**src/rtl/phy_tx_pkg.sv**
```systemverilog
// ============================================================================
// Module  : phy_tx_pkg
// Brief   : Shared widths, idle word, lane state type and LFSR helpers for
//           the multi-lane serial transmitter.
// Revision: 1.0
// ============================================================================
`default_nettype none

package phy_tx_pkg;

    localparam int WORD_W = 32;
    localparam int CNT_W  = 5;

    localparam logic [WORD_W-1:0] IDLE_WORD_DEFAULT = 32'hBCBCBCBC;

    // x^16 + x^5 + x^4 + x^3 + 1 -> state bits 15, 4, 3, 2
    localparam logic [15:0] LFSR_SEED = 16'hFFFF;
    localparam logic [15:0] LFSR_TAPS = 16'h801C;

    typedef enum logic {
        LANE_IDLE = 1'b0,
        LANE_DATA = 1'b1
    } lane_state_e;

    function automatic logic [15:0] lfsr_next(input logic [15:0] s);
        return {s[14:0], ^(s & LFSR_TAPS)};
    endfunction

endpackage

`default_nettype wire

```
**src/rtl/phy_tx_lane.sv**
```systemverilog
// ============================================================================
// Module  : phy_tx_lane
// Brief   : One serial lane: holding register, frame shift register, lane
//           state flop and, with PHY_TX_SCRAMBLE_EN defined, an additive LFSR.
// Revision: 1.0
// ============================================================================
`default_nettype none

module phy_tx_lane
    import phy_tx_pkg::*;
#(
    parameter logic [WORD_W-1:0] IDLE_WORD = IDLE_WORD_DEFAULT
) (
    input  logic              clk,
    input  logic              reset,
    input  logic              wr_en_i,
    input  logic [WORD_W-1:0] data_i,
    input  logic              load_i,
    output logic              hold_full_o,
    output logic              serial_o,
    output logic              lane_valid_o
);

    logic [WORD_W-1:0] hold_q, hold_d;
    logic              full_q, full_d;
    logic [WORD_W-1:0] shift_q, shift_d;
    lane_state_e       state_q, state_d;

    // Load decision uses the pre-edge full flag; a write landing on the
    // boundary edge therefore waits for the following frame.
    always_comb begin
        hold_d  = hold_q;
        full_d  = full_q;
        shift_d = {shift_q[WORD_W-2:0], 1'b0};
        state_d = state_q;
        if (load_i) begin
            if (full_q) begin
                shift_d = hold_q;
                full_d  = 1'b0;
                state_d = LANE_DATA;
            end else begin
                shift_d = IDLE_WORD;
                state_d = LANE_IDLE;
            end
        end
        if (wr_en_i) begin
            hold_d = data_i;
            full_d = 1'b1;
        end
    end

    always_ff @(posedge clk or posedge reset) begin
        if (reset) begin
            hold_q  <= '0;
            full_q  <= 1'b0;
            shift_q <= IDLE_WORD;
            state_q <= LANE_IDLE;
        end else begin
            hold_q  <= hold_d;
            full_q  <= full_d;
            shift_q <= shift_d;
            state_q <= state_d;
        end
    end

    assign hold_full_o  = full_q;
    assign lane_valid_o = (state_q == LANE_DATA);

`ifdef PHY_TX_SCRAMBLE_EN
    logic [15:0] lfsr_q;

    always_ff @(posedge clk or posedge reset) begin
        if (reset) begin
            lfsr_q <= LFSR_SEED;
        end else begin
            lfsr_q <= lfsr_next(lfsr_q);
        end
    end

    assign serial_o = shift_q[WORD_W-1] ^ lfsr_q[15];
`else
    assign serial_o = shift_q[WORD_W-1];
`endif

endmodule

`default_nettype wire

```
**src/rtl/phy_tx_nlane.sv**
```systemverilog
// ============================================================================
// Module  : phy_tx_nlane
// Brief   : Round-robin word striper over LANES frame-aligned serial lanes.
//           Optional per-lane scrambling via macro PHY_TX_SCRAMBLE_EN.
// Revision: 1.0
// ============================================================================
`default_nettype none

module phy_tx_nlane
    import phy_tx_pkg::*;
#(
    parameter int                LANES     = 2,
    parameter logic [WORD_W-1:0] IDLE_WORD = IDLE_WORD_DEFAULT
) (
    input  logic              clk,
    input  logic              reset,
    input  logic [WORD_W-1:0] input_bus,
    input  logic              valid,
    output logic              ready,
    output logic [LANES-1:0]  serial_o,
    output logic [LANES-1:0]  lane_valid_o,
    output logic              frame_start_o
);

    localparam int               PTR_W    = (LANES > 1) ? $clog2(LANES) : 1;
    localparam logic [CNT_W-1:0] LAST_BIT = CNT_W'(WORD_W - 1);
    localparam logic [PTR_W-1:0] LAST_PTR = PTR_W'(LANES - 1);

    logic [CNT_W-1:0] bit_cnt_q, bit_cnt_d;
    logic [PTR_W-1:0] ptr_q, ptr_d;
    logic [LANES-1:0] hold_full;
    logic [LANES-1:0] wr_en;
    logic             load;

    assign load          = (bit_cnt_q == LAST_BIT);
    assign frame_start_o = (bit_cnt_q == '0);

    // Ready depends only on the addressed lane's flop, never on valid.
    always_comb begin
        ready = 1'b0;
        wr_en = '0;
        for (int k = 0; k < LANES; k++) begin
            if (ptr_q == PTR_W'(k)) begin
                ready    = !hold_full[k];
                wr_en[k] = valid && !hold_full[k];
            end
        end
    end

    always_comb begin
        bit_cnt_d = bit_cnt_q + CNT_W'(1);
        ptr_d     = ptr_q;
        if (valid && ready) begin
            ptr_d = (ptr_q == LAST_PTR) ? '0 : ptr_q + PTR_W'(1);
        end
    end

    always_ff @(posedge clk or posedge reset) begin
        if (reset) begin
            bit_cnt_q <= '0;
            ptr_q     <= '0;
        end else begin
            bit_cnt_q <= bit_cnt_d;
            ptr_q     <= ptr_d;
        end
    end

    for (genvar k = 0; k < LANES; k++) begin : g_lane
        phy_tx_lane #(
            .IDLE_WORD (IDLE_WORD)
        ) u_lane (
            .clk          (clk),
            .reset        (reset),
            .wr_en_i      (wr_en[k]),
            .data_i       (input_bus),
            .load_i       (load),
            .hold_full_o  (hold_full[k]),
            .serial_o     (serial_o[k]),
            .lane_valid_o (lane_valid_o[k])
        );
    end

endmodule

`default_nettype wire

```
**config.mk**
```make
export PLATFORM = sky130hd
export DESIGN_NAME = phy_tx_nlane
export DESIGN_NICKNAME = d
export VERILOG_FILES = /design/src/rtl/phy_tx_pkg.sv /design/src/rtl/phy_tx_lane.sv /design/src/rtl/phy_tx_nlane.sv
export SDC_FILE = /design/constraint.sdc
export NUM_CORES = 1
export LEC_CHECK = 0
export CAP_MARGIN = 5
export CORE_AREA = 2 2 97 99
export CTS_CLUSTER_SIZE = 24
export DETAILED_ROUTE_END_ITERATION = 6
export DIE_AREA = 0 0 99 101
export DONT_BUFFER_PORTS = 1
export GPL_ROUTABILITY_DRIVEN = 1
export PLACE_DENSITY = 0.74
export SKIP_CTS_REPAIR_TIMING = 1
export SYNTH_ARGS = -nofsm -noshare
export SYNTH_HDL_FRONTEND = slang
export SYNTH_SLANG_ARGS = --single-unit
```
**constraint.sdc**
```tcl
create_clock -name clk -period 6.2 [get_ports clk]
set_clock_uncertainty 0.05 [all_clocks]
set_input_delay 0.31 -clock clk [delete_from_list [all_inputs] [get_ports clk]]
set_output_delay 0.31 -clock clk [all_outputs]
set_load 0.01 [all_outputs]
```
==> metrics.md <==
| Metric | Value |
|---|---|
| Outcome | finished, final reports clean |
| Synth Area per Inst | 14.6 um2 |
| Post-synthesis mux area share | 0.139 |
| Fmax | 369 MHz |
| Peak supply drop | 223 uV |
| Total track usage | 0.202 |
| I/O Buffers | 0 |
| Share of power burned in registers | 0.506 |
| Worst Max-Slew Pin Slew | 1.01 ns |
| Ant diodes | 0 |
| Top delay family on crit path | buffers and inverters |
| CP Data Arrival Time | 3.06 ns |
| Combinational family with the most area after synthesis | multiplexers |
| Area delta synth->final | 17.3% |
| WL final | 9350 um |
| CTS tree | done |
| Finished Cell Area | 0.00615 mm2 |
| CP Capture Type | register |
| Crit-path slowest cell | clkinv_1 |
| Chip height | 101 um |
| Die area | 0.0100 mm2 |
| Post-synth EDFFs | 0 |
| Mapped Nets | 397 |
| Clock buffer depth | 2 |
| Post-synthesis xor/xnor area fraction | 0.00334 |
| Final cycle utilization of the critical path | 0.437 |
| Router iterations before antenna repair | 4 |
| Required @ worst endpoint | 6.55 ns |
| Sequential element share of the synthesized area | 0.669 |
| Setup TNS | 0 ns |
| NumNets Final | 429 |
| Synth Area in Compound Gates | 0.0996 |
| CP max stage delay | 0.66 ns |
| Worst path bufs/invs | 2 |
| Boundary Pins | 41 |
| Seq cells post-synth | 138 |
| Nature of the critical path startpoint | register |
| Clock-pin slew on the worst setup and hold paths | 0.06 ns |
| Synth warn | 0 |
| Reg2Reg Depth | 6 |
| # setup viols final | 0 |
| DP Wirelength | 5290 um |
| P_sw | 0.698 mW |
| Via count | 2,918 |
| Unrepaired setup endpoints after global routing | no |
| Simple-gate share of the synthesized area | 0.0303 |
| Setup CP Type | register to register |
| H-Tree Depth | 4 |
| Dominant synthesized flop cell | dfrtp_1 |
| Initial DRC Count | 115 |
| CTS root buf | clkbuf_8 |
| Asr flop ratio synth | 1.00 |
| Routability cong. | 0.677 |
| Drc violations | 0 |
| Largest net degree at the start of global routing | 77 |
| Clock share of power | 0.345 |
| Post-Synthesis Cells | 358 |
| Layout cells sized above 1 | 0.352 |
| CTS Sinks | 138 |
| Post-synth cell types | 30 |
| Post-Synthesis Cell Area | 0.00524 mm2 |
| Critical path, cell by cell | ha_1 -> and3_1 -> ha_2 -> buf_4 -> clkinv_1 -> a22o_1 |
| DRT antenna net count | 0 |
| Cell depth of the worst setup path | 6 |
| Post-route minimum period | 2.71 ns |
| Core ar. | 0.00898 mm2 |
| Power density over cell area | 430 mW/mm2 |
| Hold Path Depth | 2 |
| TritonCTS buffer count | 17 |
| Max-capacitance violation count | 0 |
| Switching share of power | 0.264 |
| Initial antenna violation count | 0 |
| Leakage | 2.67 nW |
| Placed cell area | 0.00526 mm2 |
| Post-DR wirelength/cell | 18.2 um |
| Comb pwr share | 0.149 |
| Cell Rows | 35 |
| Final Slew Violations | 0 |
| First-pass GRT wire length | 15,200 um |
| Vias per cell | 5.68 |
| Worst slew margin | 0.320 |
| Chip Width | 99 um |
| HP Class | primary input to register |
| Adder-cell share of the synthesized area | 0.00955 |
| Final hold vios | 0 |
| Cell-internal power | 1.95 mW |
| Skew-Pair Late Insertion Delay | 0.52 ns |
| Vias in the first global route | 2,962 |
| Grt total ovfl | 0 |
| Starting Density | 0.584 |
| Crit Path Max Fanout | 71 |
-- cells in the final DEF (no fill, tap or decap), drive strengths merged, types with 4 or more instances in the layout --
cell type	count
a22o	11
a31oi	11
buf	4
clkbuf	17
clkinv	5
clkinvlp	4
dfrtp	98
dfstp	40
dlygate4sd3	34
ha	4
inv	34
mux2	64
nand3	8
nor2	11
o21ai	9
o22a	29
o2bb2ai	4
-- kinds of logic (layout without fill, tap and decap cells) --
group / after synthesis / after routing
fa+ha+maj: 4 / 4
flops: 138 / 138
simple gates: 29 / 29
compound gates: 67 / 67
mux: 65 / 65
buf+inv: 53 / 98
xor+xnor: 2 / 2
-- sequential cells by signal, indices dropped and copies added (netlist names) --
signal                      cells
g_lane.u_lane.shift_q          64
ptr_q                           1
bit_cnt_q                       5
g_lane.u_lane.hold_full_o       2
g_lane.u_lane.lane_valid_o      2
g_lane.u_lane.hold_q           64
-- per-stage QoR --
| step | hold WS (ns) | utilization | std cells | power, mW | setup slack, ns |
|---|---|---|---|---|---|
| final | 0.177 | 0.685 | 514 | 2.64 | 3.49 |
| after global routing | 0.164 | 0.685 | 514 | 2.77 | 3.32 |
| after CTS | -0.167 | 0.647 | 480 | 2.65 | 3.49 |
| after detailed placement | 0.387 | 0.586 | 448 | 1.73 | 3.53 |
| after global placement | 0.386 | 0.586 | 448 | 1.70 | 3.58 |
| after floorplan | 0.381 | - | 358 | 1.64 | 2.21 |
-- cell type report --
class | count | area (um2)
Multi-Input combinational cell | 167 | 1480
Clock buffer | 17 | 414
Timing Repair Buffer | 38 | 370
Inverter | 28 | 108
Sequential cell | 138 | 3500
Fill cell | 633 | 2830
Tap cell | 111 | 139
Clock inverter | 15 | 131
-- power groups by stage --
stage	Combinational [mW]	Sequential, mW	Clock, mW
after detailed placement	0.380	1.35	0
after floorplan	0.340	1.30	0
after global routing	0.435	1.37	0.969
final	0.395	1.34	0.913
after CTS	0.381	1.34	0.928
after global placement	0.360	1.34	0
-- routing by layer --
metal / vias up / part of all wire / global-route usage / routed length [um]
met4: 0 / 0.016 / 0.0896 / 153
met5: - / 0 / 0 / 0
met1: 1542 / 0.46 / 0.260 / 4270
met2: 47 / 0.49 / 0.310 / 4590
li1: 1317 / - / - / -
met3: 12 / 0.036 / 0.0714 / 339
-- final timing paths --
| kind | endpoint | slack (ns) | startpoint |
|---|---|---|---|
| min | g_lane[0].u_lane.hold_q[8] | 0.18 | valid |
| max reg2reg | g_lane[0].u_lane.shift_q[6] | 3.49 | bit_cnt_q[0] |
| min reg2reg | g_lane[1].u_lane.shift_q[9] | 0.41 | g_lane[1].u_lane.shift_q[8] |
| max | g_lane[0].u_lane.shift_q[6] | 3.49 | bit_cnt_q[0] |
| max in group asynchronous | g_lane[0].u_lane.hold_q[12] | 4.38 | reset |
| min in group asynchronous | g_lane[1].u_lane.hold_q[26] | 0.41 | reset |
-- synth_stat cells, types with 2 or more instances --
cell type | n | area (um2)
clkbuf_1 | 9 | 33.8
buf_6 | 4 | 45.0
mux2_1 | 2 | 22.5
inv_1 | 27 | 101
dfstp_2 | 40 | 1050
a31oi_1 | 11 | 68.8
a22o_1 | 11 | 96.3
nand2_1 | 2 | 7.51
nor2_1 | 11 | 41.3
and3_1 | 3 | 18.8
buf_2 | 5 | 25.0
a21o_1 | 3 | 22.5
buf_4 | 6 | 45.0
nand3_1 | 8 | 40.0
o2bb2ai_1 | 4 | 35.0
dfrtp_1 | 98 | 2450
o21ai_0 | 9 | 45.0
ha_1 | 4 | 50.1
mux2_2 | 62 | 698
o22a_1 | 29 | 254
Note: power is estimated with default switching activity, not from simulation.
